===== src/rtl/period_meter.sv =====
// Measures the spacing between rising edges of a same-domain strobe, in clk cycles.
// Results go out over a valid/ready handshake; timeout and overrun are sticky.
module period_meter #(
  parameter int MAX_PERIOD        = 1000,
  parameter int NBITS_FOR_COUNTER = $clog2(MAX_PERIOD + 1)
) (
  input  logic                         clk,
  input  logic                         reset,
  input  logic                         enable,
  input  logic                         tick_in,
  input  logic                         period_ready,
  input  logic                         clear_err,
  output logic [NBITS_FOR_COUNTER-1:0] period_out,
  output logic                         period_valid,
  output logic                         timeout,
  output logic                         overrun,
  output logic                         busy
);

  localparam int NB = NBITS_FOR_COUNTER;
  localparam logic [NB-1:0] MAX_CNT = NB'(MAX_PERIOD);
  localparam logic [NB-1:0] ONE     = NB'(1);

  typedef enum logic [1:0] {IDLE, ARMED, MEASURE} state_t;

  state_t        state_q, state_d;
  logic [NB-1:0] cnt_q, cnt_d;
  logic [NB-1:0] out_q, out_d;
  logic          tick_q;
  logic          valid_q, valid_d;
  logic          timeout_q, timeout_d;
  logic          overrun_q, overrun_d;

  logic tick_rise, res_vld, to_set, ov_set, xfer;

  assign tick_rise = tick_in & ~tick_q;
  assign xfer      = valid_q & period_ready;

  always_comb begin
    state_d = state_q;
    cnt_d   = cnt_q;
    res_vld = 1'b0;
    to_set  = 1'b0;
    if (!enable) begin
      state_d = IDLE;
      cnt_d   = '0;
    end else begin
      case (state_q)
        IDLE: state_d = ARMED;
        ARMED: begin
          cnt_d = '0;
          if (tick_rise) begin
            cnt_d   = ONE;
            state_d = MEASURE;
          end
        end
        MEASURE: begin
          if (tick_rise) begin
            res_vld = 1'b1;
            cnt_d   = ONE;
          end else if (cnt_q == MAX_CNT) begin
            // no edge within the window: give up on this period and re-arm
            to_set  = 1'b1;
            cnt_d   = '0;
            state_d = ARMED;
          end else begin
            cnt_d = cnt_q + ONE;
          end
        end
        default: begin
          state_d = IDLE;
          cnt_d   = '0;
        end
      endcase
    end
  end

  // Output slot: a fresh result loads only if the slot is empty or draining this cycle.
  always_comb begin
    out_d   = out_q;
    valid_d = valid_q;
    ov_set  = 1'b0;
    if (res_vld && (!valid_q || xfer)) begin
      out_d   = cnt_q;
      valid_d = 1'b1;
    end else begin
      ov_set = res_vld;
      if (xfer) valid_d = 1'b0;
    end
    timeout_d = to_set | (timeout_q & ~clear_err);
    overrun_d = ov_set | (overrun_q & ~clear_err);
  end

  always_ff @(posedge clk) begin
    if (reset) begin
      state_q   <= IDLE;
      cnt_q     <= '0;
      out_q     <= '0;
      tick_q    <= 1'b0;
      valid_q   <= 1'b0;
      timeout_q <= 1'b0;
      overrun_q <= 1'b0;
    end else begin
      state_q   <= state_d;
      cnt_q     <= cnt_d;
      out_q     <= out_d;
      tick_q    <= tick_in;
      valid_q   <= valid_d;
      timeout_q <= timeout_d;
      overrun_q <= overrun_d;
    end
  end

  assign period_out   = out_q;
  assign period_valid = valid_q;
  assign timeout      = timeout_q;
  assign overrun      = overrun_q;
  assign busy         = (state_q == MEASURE);

endmodule


===== config.mk =====
export PLATFORM = sky130hd
export DESIGN_NAME = period_meter
export DESIGN_NICKNAME = d
export VERILOG_FILES = /design/src/rtl/period_meter.sv
export SDC_FILE = /design/constraint.sdc
export NUM_CORES = 1
export LEC_CHECK = 0
export ABC_AREA = 1
export CORE_MARGIN = 2
export CORE_UTILIZATION = 30
export DETAILED_ROUTE_END_ITERATION = 8
export GPL_ROUTABILITY_DRIVEN = 0
export SKIP_LAST_GASP = 1
export SYNTH_ARGS = -nofsm -noshare
export SYNTH_HDL_FRONTEND = slang
export SYNTH_SLANG_ARGS = --single-unit

===== constraint.sdc =====
create_clock -name clk -period 1.3 [get_ports clk]
set_input_delay 0.195 -clock clk [delete_from_list [all_inputs] [get_ports clk]]
set_output_delay 0.195 -clock clk [all_outputs]
set_load 0.05 [all_outputs]

* After elaboration in Yosys (flattened, before gate mapping) *
Cells that the tools add are included.

word-level totals
  flip-flop bits (word level) = 26
  bits of input ports = 6
  output and inout port bits = 14

operators by class
  add/sub/neg operators = 1
  eq/ne operators = 6
  mux-type cells = 18
  bitwise operators = 9
  reduce and logical (&&, ||, !) cells = 7

operators by type and width
  cell                     number
  $pmux W10 S3             1
  $mux W10                 2
  $mux W1                  11
  $add A10 B1 Y10 const B  1
  $eq A10 B10 Y1 const B   1
  $mux W2                  3
  $pmux W2 S3              1
  $and A1 B1 Y1            4
  $ne A2 B2 Y1 const B     2
  $not A1 Y1               3
  $reduce_and A3 Y1        1
  $eq A2 B1 Y1 const B     1
  $eq A2 B2 Y1 const B     1
  $logic_not A2 Y1         1
  $ne A2 B1 Y1 const B     1
  $or A1 B1 Y1             2
  $reduce_bool A2 Y1       1
  $reduce_or A2 Y1         1
  $logic_and A1 B1 Y1      1
  $logic_not A1 Y1         1
  $logic_or A1 B1 Y1       1

* Depth between registers and ports, before layout *
Gate-level depths: netlist of the first run.

  depth after elaboration = 8
  gate-level depth with buffers = 10

* Worst setup path before layout of the first run *
OpenSTA, ideal clock, no wires.

  kind = reg2reg
  from = register state_q[0]
  to = register out_q[0], in the netlist period_out[0]
  setup time = 0.132 ns
  arrival = 1.579 ns
  required time = 1.168 ns
  path slack = -0.412 ns
  cell stages (with the launch flop) = 9
  clock period less this slack = 1.712 ns
  cells stage by stage = dfxtp_1 inv_1 ha_1 nand2_2 nor2_2 nand2_1 buf_2 nand2_1 a21oi_1

on the way
  cells in the longest elaborated chain, start to end = 4

RTL lines
  element                 line  source
  start, declared         26    state_t state_q, state_d;
  start signal, assigned  104   state_q <= state_d;
  $eq A2 B2 Y1            -
  net busy                17    output logic busy
  $mux W1                 48    case (state_q)
  $mux W1                 44    if (!enable) begin
  $logic_and A1 B1 Y1     83    if (res_vld && (!valid_q || xfer)) begin
  end signal, assigned    106   out_q <= out_d;
  end, declared           28    logic [NB-1:0] out_q, out_d;

The timed path passes the listed nets, and every way through them passes these cells.
A chain may end at the register's enable or synchronous reset.

* Worst setup path after layout of the first run *
  from = register state_q[1]
  to = output port busy

on the way
  cells in the longest elaborated chain, start to end = 1

RTL lines
  element        line  source
  $eq A2 B2 Y1   118   assign busy = (state_q == MEASURE);
  end, declared  17

No other way between the ends.

==> results.py, run 1 <==
metrics = {
    "power_and_ir_drop": {
        "pwr-share-comb_pct": 9.1,
        "p_clk_share_pct": 41.5,
        "seqPwrFrac_pct": 49.4,
        "p_int_w": 0.00127,
        "powerDensity_mw_per_mm2": 701,
        "power_w": 0.00162,
        "switching_power_w": 0.000348,
        "peakVddDrop_mv": 0.636,
        "switching_share_pct": 21.5,
        "p_leak_nw": 0.834,
    },
    "critical_path": {
        "cp_data_arrival_time_ps": 1170,
        "path_cells": "buf_6 -> ha_4 -> buf_12 -> buf_12",
        "worst-path-stages": 4,
        "crit_fanout": 3,
        "ff2ff_path_depth": 8,
        "cp_slowest_stage_delay_ps": 340,
        "path_delay_family": "buffers and inverters",
        "critPathKind": "reg2out",
        "slowest_stage": "dfxtp_2",
        "worstPathRequired_ps": 1110,
        "crit_path_start_kind": "flop",
        "endpoint_kind": "primary output",
        "rrSetupSlack_ps": -60,
        "critPathBufInv": 3,
        "crit_end": "busy",
        "reg2reg_to": "period_out[3]",
        "startpoint": "state_q[1]",
        "r2r_start": "state_q[1]",
        "crit_top_cell": "buf_12",
    },
    "yosys": {
        "synth_warnings": 0,
        "syn_area_mm2": 0.00135,
        "yosysSeqAreaShare_pct": 38.7,
        "yosys.area.top_type_share_pct": 38.7,
        "syn-num-nets": 196,
        "ys_ff_latch": 26,
        "syn_area_per_cell_um2": 7.32,
        "synth_top_cell_by_area": "dfxtp_1",
        "synth_cells": 184,
        "synthTopCellsByArea": "dfxtp_1 (39%), nand2_1 (11%), a21oi_1 (7.4%), nand3_1 (6.7%), ha_1 (5.6%)",
        "ys_types": 26,
    },
    "route": {
        "avgRoutedWirePerCell_um": 11.9,
        "vias": 1347,
        "wl_um": 3400,
        "ant_nets": 0,
        "viasPerCell": 4.69,
        "firstDrtPassIters": 4,
        "first_iter_violations": 53,
        "route.detailed.drc": 0,
    },
    "grt": {
        "gr-usage-all-layers_pct": 12.6,
        "gr-usage-met2_pct": 21.2,
        "grt_antenna_before_repair": 0,
        "grt_use_met1_pct": 16.6,
        "grt_busiest_layer": "met2",
        "grt_pass1_wl_um": 5240,
        "grt_pass1_vias": 1189,
        "grtUsageMet3_pct": 3.42,
        "grt.overflow.total": 0,
        "grt_max_degree": 16,
    },
    "sta": {
        "setup_violations": 17,
        "drv_slew": 0,
        "rsz0062_at_grt": "true",
        "fmax_mhz": 734,
        "period_share_pct": 105,
        "period_needed_ps": 1360,
        "skew_ps": 1.51,
        "fin_ws_ps": -62.9,
        "worst_pin_slew_ps": 300,
        "hold_viol_final": 0,
        "holdWs_ps": 478,
        "maxSlewHeadroom_pct": 80.0,
    },
    "min_path": {
        "whs_path_depth": 3,
        "hold_start": "tick_in",
        "min_path_type": "in2reg",
    },
    "layout": {
        "nNetsFinal": 248,
        "final-instance-count-excl-fill": 287,
        "drive_gt1_share_pct": 50.6,
        "area_growth_pct": 71.7,
        "antenna_cells": 0,
        "fill_cells": 399,
        "final_util_pct": 53.4,
    },
    "floorplanning": {
        "core.rowCount": 24,
        "die-area_mm2": 0.00504,
        "die_width_um": 71.0,
        "io_pins": 20,
        "core_mm2": 0.00432,
        "initial_core_util_pct": 31.1,
        "die-height_um": 71.0,
    },
    "place": {
        "place_ws_ps": -199,
        "hpwlAfterDp_um": 2370,
        "place_inst": 274,
        "io_buffers": 19,
    },
    "outcome": {
        "violations": "setup timing",
        "outcome": "finished, violations left",
    },
    "clock_tree": {
        "tritoncts": "built",
        "path_clk_slew_ps": 90,
        "numCtsBuffers": 3,
        "clk_latency_ps": 270,
        "htree_levels": 1,
        "cts.path.max_buffers": 2,
        "cts-root-buf": "clkbuf_8",
        "cts_sinks": 26,
    },
    "run": {
        "max_cap_viol_count": 0,
    },
}
## flip-flops by register name, summed over array words and instances (netlist names)
register and count:
cnt_q 10, timeout 1, period_valid 1, overrun 1
state_q 2, period_out 10, tick_q 1
## cells in the mapped netlist
master / count
nand2_1: 40
dfxtp_1: 26
a21oi_1: 20
inv_1: 20
nand3_1: 18
nor2_1: 11
nand2_2: 7
nor2_2: 7
ha_1: 6
inv_2: 4
nand4_1: 4
clkbuf_1: 3
nor3_2: 3
o21ai_0: 3
a211oi_1: 1
buf_2: 1
buf_4: 1
nand2_4: 1
nand3_2: 1
nand4_2: 1
nor2_4: 1
nor3_1: 1
nor3_4: 1
o21a_1: 1
o21bai_1: 1
xor2_1: 1
## cell type report
| class | instances | area, um2 | share of cell area, % |
|---|---|---|---|
| Clock buffer | 3 | 41.3 | 1.79 |
| Timing Repair Buffer | 51 | 602 | 26.0 |
| Clock inverter | 1 | 30.0 | 1.30 |
| Inverter | 24 | 100 | 4.33 |
| Multi-Input combinational cell | 130 | 937 | 40.6 |
| Tap cell | 52 | 65.1 | 2.82 |
| Sequential cell | 26 | 536 | 23.2 |
## cell families (layout without fill, tap and decap cells)
kind of cell,after synthesis,after routing,share of synthesized area (%)
simple gates,96,97,36.4
flops,26,26,38.7
compound gates,26,26,10.2
xor+xnor,1,1,0.651
buf+inv,29,79,8.46
fa+ha+maj,6,6,5.58
## worst min-delay path by stage
stage	endpoint
floorplan	period_valid
global placement	period_out[7]
detailed placement	period_out[3]
CTS	tick_q
global route	tick_q
finish	tick_q
## worst register-to-register path: stages (launching register included)
cell and delay, ps:
dfxtp_2 350, buf_6 100, ha_4 170, nand2_4 70, nor2_4 180, buf_6 160
nand2_4 90, nand2_1 80, a21oi_1 50
## per-stage QoR
step                setup TNS (ps)  instance area [um2]
global placement             -3050                 1910
floorplan                    -6.19                 1370
global route                 -1860                 2310
CTS                           -114                 2040
finish                        -626                 2310
detailed placement           -3410                 1910
## cells in the final DEF (no fill, tap or decap), drive strengths merged
cell | synthesis | routed
o21ai | 3 | 3
a21oi | 20 | 20
a211oi | 1 | 1
clkbuf | 3 | 3
bufinv | 0 | 1
clkdlybuf4s50 | 0 | 5
o21bai | 1 | 1
o21a | 1 | 1
nand4 | 5 | 5
inv | 24 | 24
xor2 | 1 | 1
nand3 | 19 | 19
ha | 6 | 6
nor2 | 19 | 19
nand2 | 48 | 49
buf | 2 | 46
nor3 | 5 | 5
dfxtp | 26 | 26
## power groups by stage
stage / logic (W) / clock network (W) / registers, W
6_report: 0.000148 / 0.000672 / 0.000800
5_1_grt: 0.000162 / 0.000737 / 0.000800
4_1_cts: 0.000135 / 0.000700 / 0.000804
3_5_place_dp: 0.000129 / 0 / 0.000822
3_3_place_gp: 0.000128 / 0 / 0.000821
2_1_floorplan: 0.0000684 / 0 / 0.000822
## layer usage
| metal | vias up | routed length (um) | share of wire [%] |
|---|---|---|---|
| li1 | 700 | - | - |
| met1 | 612 | 1500 | 44 |
| met2 | 31 | 1750 | 51 |
| met3 | 4 | 128 | 3.8 |
| met4 | 0 | 33 | 0.97 |
| met5 | - | 0 | 0 |
## repair_timing
action                     4_1_cts  5_1_grt
buffers inserted                 3        4
gates cloned                     0        2
resized for setup                9       58
hold buffers                     0        0
pin swaps                        7       20
setup endpoints to repair       22       23
(Power assumes the default switching activity.)
==> run 2: changes to the inputs <==
- HOLD_SLACK_MARGIN: default -> 0.02
==> results of run 2 <==
Same layout as run 1: the final DEF is identical, and so are final timing and power.
